<file path="config.mk">
export PLATFORM = sky130hd
export DESIGN_NAME = tx_pipe_arbiter
export DESIGN_NICKNAME = d
export VERILOG_FILES = /design/src/rtl/tx_pipe_arbiter_pkg.sv /design/src/rtl/tx_pipe_arbiter_rr_pick2.sv /design/src/rtl/tx_pipe_arbiter.sv
export SDC_FILE = /design/constraint.sdc
export NUM_CORES = 1
export LEC_CHECK = 0
export BUFFER_PORTS_ARGS = -buffer_cell sky130_fd_sc_hd__buf_2
export CORE_AREA = 2 2 63 65
export CTS_CLUSTER_SIZE = 24
export DETAILED_ROUTE_END_ITERATION = 16
export DIE_AREA = 0 0 65 67
export GPL_ROUTABILITY_DRIVEN = 0
export GPL_TIMING_DRIVEN = 0
export PLACE_DENSITY = 0.83
export SLEW_MARGIN = 20
export SYNTH_ARGS = -nofsm -noshare
export SYNTH_HDL_FRONTEND = slang
export SYNTH_HIERARCHICAL = 1
export SYNTH_SLANG_ARGS = --single-unit
</file>
<file path="constraint.sdc">
create_clock -name clk -period 5.1 [get_ports clk]
set_input_delay 0.51 -clock clk [delete_from_list [all_inputs] [get_ports clk]]
set_output_delay 0.51 -clock clk [all_outputs]
set_load 0.01 [all_outputs]
</file>
<file path="src/rtl/tx_pipe_arbiter_pkg.sv">
// Shared definitions for the TX/RX pipe arbitration blocks: default pipe
// word geometry, arbiter state encoding and pipe-word field helpers.
package tx_pipe_arbiter_pkg;

  localparam int DEF_MAC_WIDTH   = 8;
  localparam int DEF_TKEEP_WIDTH = 1;
  localparam int DEF_CNT_WIDTH   = 16;

  // Arbiter state encoding, shared with the rx-side modules.
  typedef enum logic {
    ST_IDLE   = 1'b0,
    ST_LOCKED = 1'b1
  } arb_state_e;

  // Pipe word layout: {tlast, data[MAC_WIDTH-1:0], keep[TKEEP_WIDTH-1:0]}.
  function automatic int tlast_bit(input int nic_width);
    return nic_width - 1;
  endfunction

  function automatic int data_lsb(input int tkeep_width);
    return tkeep_width;
  endfunction

  function automatic int data_msb(input int nic_width);
    return nic_width - 2;
  endfunction

endpackage

</file>
<file path="src/rtl/tx_pipe_arbiter_rr_pick2.sv">
// Combinational 2-way round-robin pick: a lone requester wins outright,
// on contention the source that did not win last time gets the grant.
module tx_pipe_arbiter_rr_pick2 (
  input  logic [1:0] req,
  input  logic       last_grant,
  output logic       valid,
  output logic       winner
);

  // Winner selection with round-robin tie break.
  always_comb begin
    valid  = |req;
    winner = 1'b0;
    if (req == 2'b11) begin
      winner = ~last_grant;
    end else begin
      winner = req[1];
    end
  end

endmodule

</file>
<file path="src/rtl/tx_pipe_arbiter.sv">
// Frame-granular two-source arbiter for the TX FIFO pipe write port.
// Locks onto one producer from its first word until the word carrying
// tlast is accepted, so frames never interleave in the TX FIFO.
//
// state     | meaning
// ----------+-------------------------------------------------------------
// ST_IDLE   | no frame owned; all acks low; pick a winner from pending reqs
// ST_LOCKED | granted source wired straight through to the TX FIFO port
module tx_pipe_arbiter
  import tx_pipe_arbiter_pkg::*;
#(
  parameter int MAC_WIDTH   = DEF_MAC_WIDTH,
  parameter int TKEEP_WIDTH = DEF_TKEEP_WIDTH,
  parameter int NIC_WIDTH   = MAC_WIDTH + TKEEP_WIDTH + 1,
  parameter int CNT_WIDTH   = DEF_CNT_WIDTH
) (
  input  logic                 clk,
  input  logic                 reset,
  input  logic [NIC_WIDTH-1:0] src0_pipe_write_data,
  input  logic                 src0_pipe_write_req,
  output logic                 src0_pipe_write_ack,
  input  logic [NIC_WIDTH-1:0] src1_pipe_write_data,
  input  logic                 src1_pipe_write_req,
  output logic                 src1_pipe_write_ack,
  output logic [NIC_WIDTH-1:0] TX_FIFO_pipe_write_data,
  output logic                 TX_FIFO_pipe_write_req,
  input  logic                 TX_FIFO_pipe_write_ack,
  output logic                 busy,
  output logic                 grant,
  output logic [CNT_WIDTH-1:0] frame_count0,
  output logic [CNT_WIDTH-1:0] frame_count1
);

  localparam int TLAST = tlast_bit(NIC_WIDTH);

  arb_state_e           state_q, state_d;
  logic                 grant_q, grant_d;
  logic                 last_grant_q, last_grant_d;
  logic [CNT_WIDTH-1:0] cnt0_q, cnt0_d;
  logic [CNT_WIDTH-1:0] cnt1_q, cnt1_d;

  logic                 pick_valid;
  logic                 pick_winner;
  logic [NIC_WIDTH-1:0] sel_data;
  logic                 sel_req;
  logic                 last_xfer;

  tx_pipe_arbiter_rr_pick2 u_pick (
    .req        ({src1_pipe_write_req, src0_pipe_write_req}),
    .last_grant (last_grant_q),
    .valid      (pick_valid),
    .winner     (pick_winner)
  );

  // Source mux keyed by the registered grant; req never depends on the FIFO ack.
  always_comb begin
    sel_data  = grant_q ? src1_pipe_write_data : src0_pipe_write_data;
    sel_req   = grant_q ? src1_pipe_write_req  : src0_pipe_write_req;
    last_xfer = (state_q == ST_LOCKED) && sel_req && TX_FIFO_pipe_write_ack
                && sel_data[TLAST];
  end

  // Next-state, grant bookkeeping, frame counting and port steering.
  always_comb begin
    state_d                 = state_q;
    grant_d                 = grant_q;
    last_grant_d            = last_grant_q;
    cnt0_d                  = cnt0_q;
    cnt1_d                  = cnt1_q;
    TX_FIFO_pipe_write_data = '0;
    TX_FIFO_pipe_write_req  = 1'b0;
    src0_pipe_write_ack     = 1'b0;
    src1_pipe_write_ack     = 1'b0;

    case (state_q)
      ST_IDLE: begin
        if (pick_valid) begin
          grant_d = pick_winner;
          state_d = ST_LOCKED;
        end
      end
      ST_LOCKED: begin
        TX_FIFO_pipe_write_data = sel_data;
        TX_FIFO_pipe_write_req  = sel_req;
        if (grant_q) begin
          src1_pipe_write_ack = TX_FIFO_pipe_write_ack;
        end else begin
          src0_pipe_write_ack = TX_FIFO_pipe_write_ack;
        end
        // Frame ends only when the tlast word is actually accepted.
        if (last_xfer) begin
          state_d      = ST_IDLE;
          last_grant_d = grant_q;
          if (grant_q) begin
            cnt1_d = cnt1_q + CNT_WIDTH'(1);
          end else begin
            cnt0_d = cnt0_q + CNT_WIDTH'(1);
          end
        end
      end
      default: state_d = ST_IDLE;
    endcase
  end

  // State and counter registers; last_grant resets to 1 so source 0 wins first.
  always_ff @(posedge clk) begin
    if (reset) begin
      state_q      <= ST_IDLE;
      grant_q      <= 1'b0;
      last_grant_q <= 1'b1;
      cnt0_q       <= '0;
      cnt1_q       <= '0;
    end else begin
      state_q      <= state_d;
      grant_q      <= grant_d;
      last_grant_q <= last_grant_d;
      cnt0_q       <= cnt0_d;
      cnt1_q       <= cnt1_d;
    end
  end

  assign busy         = (state_q == ST_LOCKED);
  assign grant        = grant_q;
  assign frame_count0 = cnt0_q;
  assign frame_count1 = cnt1_q;

endmodule
</file>
==> out/qor.csv <==
stage;metric;value;unit
synth;YS warnings;6;
floorplan;FP Rows;22;
setup_path;FF-to-FF setup slack;3.13;ns
floorplan;Die X-Extent;65;µm
route;Pre-antenna DRT Iters;4;
clocking;H-tree depth;2;
floorplan;Core Area;3610;µm²
clocking;# hold bufs at CTS;0;
power_and_ir_drop;switching power;138;µW
setup_path;CP startpoint;grant$_SDFFE_PP0P_;
synth;Yosys reg bits;35;
synth;main flop type after synthesis;dfxtp_1;
power_and_ir_drop;Power Density;248;nW/µm²
power_and_ir_drop;Int Power;455;µW
power_and_ir_drop;leak pwr;0.993;nW
setup_path;CP Depth;5;
power_and_ir_drop;Sw Share;23.3;%
setup_path;R2R depth;6;
route;met3 wire len;313;µm
floorplan;I/O Pins;72;
setup_path;CP cell instances;buf_2, buf_1, mux2i_1, nor2_1, buf_2;
synth;Yosys cell types;36;
clocking;Post-CTS Resized;0;
global_route;GRT Total Usage;21.9;%
route;Avg WL per Cell;12.6;µm
synth;average cell area after synthesis;8.05;µm²
flow_run;total of max-cap violations;0;
setup_path;CP most frequent cell;buf_2;
placed_design;DP Cell Count;350;
route;Residual DRC;0;
placed_design;Port-buffer cells;71;
timing;Slew Limit Fails;0;
route;WL met1;2.02;mm
power_and_ir_drop;Clk pwr share;44.2;%
setup_path;reg2reg end;frame_count0[15]$_SDFFE_PP0P_;
power_and_ir_drop;Max VDD drop;0.000145;V
setup_path;critical path arrival;1.93;ns
finish;Finished Layout Cells;358;
route;remaining antenna violation count;0;
global_route;vias in the first global route;1731;
route;Vias/cell;5.47;
clocking;Root Buffer Master;clkbuf_8;
setup_path;Setup crit end;TX_FIFO_pipe_write_data[5];
clocking;CTS buffer count;5;
floorplan;initial core utilization;51.6;%
route;max layer used;met4;
timing;RSZ-0062 raised after global routing;false;
clocking;Setup Fix Bufs, Post-CTS;0;
finish;fin nets;336;
synth;Post-synth EDFFs;0;
timing;Max-slew headroom;57.1;%
global_route;first-pass GRT wire length;7.41;mm
status;status;complete, no violations;
synth;Syn Nets;258;
synth;post-synthesis cell area;1860;µm²
setup_path;worst setup path class;flop to output pin;
finish;layout cell share with drive strength beyond 1;29.4;%
power_and_ir_drop;combinational share of power;9.3;%
timing;Final Hold Fails;0;
placed_design;Final HPWL DP;3.35;mm
setup_path;Critical Path Max Stage Delay;0.53;ns
clocking;clk_lat worst skew;0.29;ns
global_route;initial antenna violation count;0;
setup_path;critical path's slowest cell;buf_1;
setup_path;Worst Path Max Fanout;10;
synth;post-synthesis sequential area ratio;37.7;%
floorplan;Die Y;67;µm
setup_path;r2r startpoint;busy$_SDFF_PP0_;
clocking;clock-pin slew on the worst setup and hold paths;0.07;ns
timing;fmax;409;MHz
timing;Tcrit/Tclk final;47.9;%
timing;pin slew with the least headroom to its limit;0.643;ns
setup_path;Crit path required time;4.59;ns
setup_path;CP top delay family;buffers and inverters;
route;metal2 WL;2.05;mm
route;final wirelength;4.51;mm
hold_path;Hold Crit Class;flop to flop;
power_and_ir_drop;Seq pwr share;46.5;%
setup_path;type of origin of the critical path;flop;
finish;ant diodes;0;
synth;Syn Inst Count;231;
setup_path;Critical Path End Type;output pin;
setup_path;CP bufs+invs;3;
synth;ys async rst share;0;%
global_route;gr ovfl total;0;
route;via count;1960;
clocking;CTS Sinks;35;
timing;crit path time final;2.44;ns
timing;Final Skew;0.00589;ns
timing;Setup Viol. Count Final;0;
clocking;clk buf depth;2;
clocking;CTS tree;done;
finish;P&R area growth vs syn;28.7;%
floorplan;die area;4360;µm²
timing;Fin Setup TNS;0;ns
route;Initial DRC Count;72;
global_route;largest net degree at the start of global routing;12;
-- metrics by stage --
step                      area (µm²)  power (mW)  utilization, %  hold slack, ns  setup WS [ns]
after floorplan                 1860       0.313               -           0.445           3.23
after global placement          2270       0.337            63.1           0.458           3.00
after detailed placement        2270       0.337            63.1           0.464           2.96
after CTS                       2390       0.595            66.3           0.478           2.64
after global routing            2390       0.614            66.3           0.522           2.49
final                           2390       0.594            66.3           0.479           2.66
-- synthesized netlist by cell type (6+ instances only) --
| cell | instances | area [µm²] |
|---|---|---|
| nand4_1 | 10 | 62.6 |
| nor3_1 | 10 | 50.1 |
| inv_1 | 10 | 37.5 |
| nand2_1 | 17 | 63.8 |
| dfxtp_1 | 35 | 701 |
| or3_1 | 6 | 37.5 |
| nor2_1 | 36 | 135 |
| nand3_1 | 9 | 45.0 |
| xnor2_1 | 16 | 140 |
| mux2i_1 | 11 | 110 |
| a21oi_1 | 15 | 75.1 |
| o21ai_0 | 11 | 55.1 |
-- placed cells by master (no fill, tap or decap), drive strengths merged, types with 3 or more instances in the layout --
cell type	count
nand3	9
o21ai	11
nor2b	3
buf	75
nor3	10
mux2	3
inv	10
clkbuf	11
xnor2	16
nor4	5
mux2i	11
a21oi	15
dfxtp	35
nand3b	3
nand4	10
nand2	17
or3	9
nor2	36
-- cell type report --
type                       count  area (µm²)
tap                           48        60.1
sequential                    35         701
fill                         338        1210
clock buffer                   6        82.6
inverter                      10        37.5
timing repair buffer          71         355
multi-input combinational    177        1080
clock inverter                 2        35.0
buffer                         9        37.5
-- tightest hold or removal path: stages, from the launching register on --
cell	delay (ns)
dfxtp_1	0.32
inv_1	0.04
o21ai_0	0.07
-- logic make-up (layout without fill, tap and decap cells) --
group,Yosys count,count (layout),synth area share (%)
xor gates and xnor gates,16,16,7.54
adders and majority gates,2,2,1.35
DFF,35,35,37.7
AOI/OAI and AO/OA,35,35,11.2
buffers and inverters,19,98,4.04
muxes,14,14,7.74
and+or+nand+nor,110,110,30.4
-- worst min path at each step --
stage,startpoint,endpoint,depth (start not counted)
6_report,last_grant_q$_SDFFE_PP1P_,last_grant_q$_SDFFE_PP1P_,2
5_1_grt,frame_count0[15]$_SDFFE_PP0P_,frame_count0[15]$_SDFFE_PP0P_,2
4_1_cts,last_grant_q$_SDFFE_PP1P_,last_grant_q$_SDFFE_PP1P_,2
3_5_place_dp,last_grant_q$_SDFFE_PP1P_,last_grant_q$_SDFFE_PP1P_,2
3_3_place_gp,frame_count0[15]$_SDFFE_PP0P_,frame_count0[15]$_SDFFE_PP0P_,2
2_1_floorplan,last_grant_q$_SDFFE_PP1P_,last_grant_q$_SDFFE_PP1P_,2
-- power groups by stage --
stage          clock [mW]  sequential [mW]  combinational [mW]
3_5_place_dp            0            0.282              0.0550
6_report            0.262            0.276              0.0552
3_3_place_gp            0            0.282              0.0543
2_1_floorplan           0            0.283              0.0299
4_1_cts             0.263            0.276              0.0554
5_1_grt             0.276            0.276              0.0614
-- layer usage --
metal,vias to the layer above,track usage (%)
li1,978,-
met1,882,26.4
met2,85,37.8
met3,15,3.89
met4,0,9.84
met5,-,0
-- flip-flops by register name, summed over array words and instances, names as in the netlist --
| signal | flops |
|---|---|
| grant | 1 |
| last_grant_q | 1 |
| frame_count1 | 16 |
| busy | 1 |
| frame_count0 | 16 |
(Power assumes the default switching activity.)
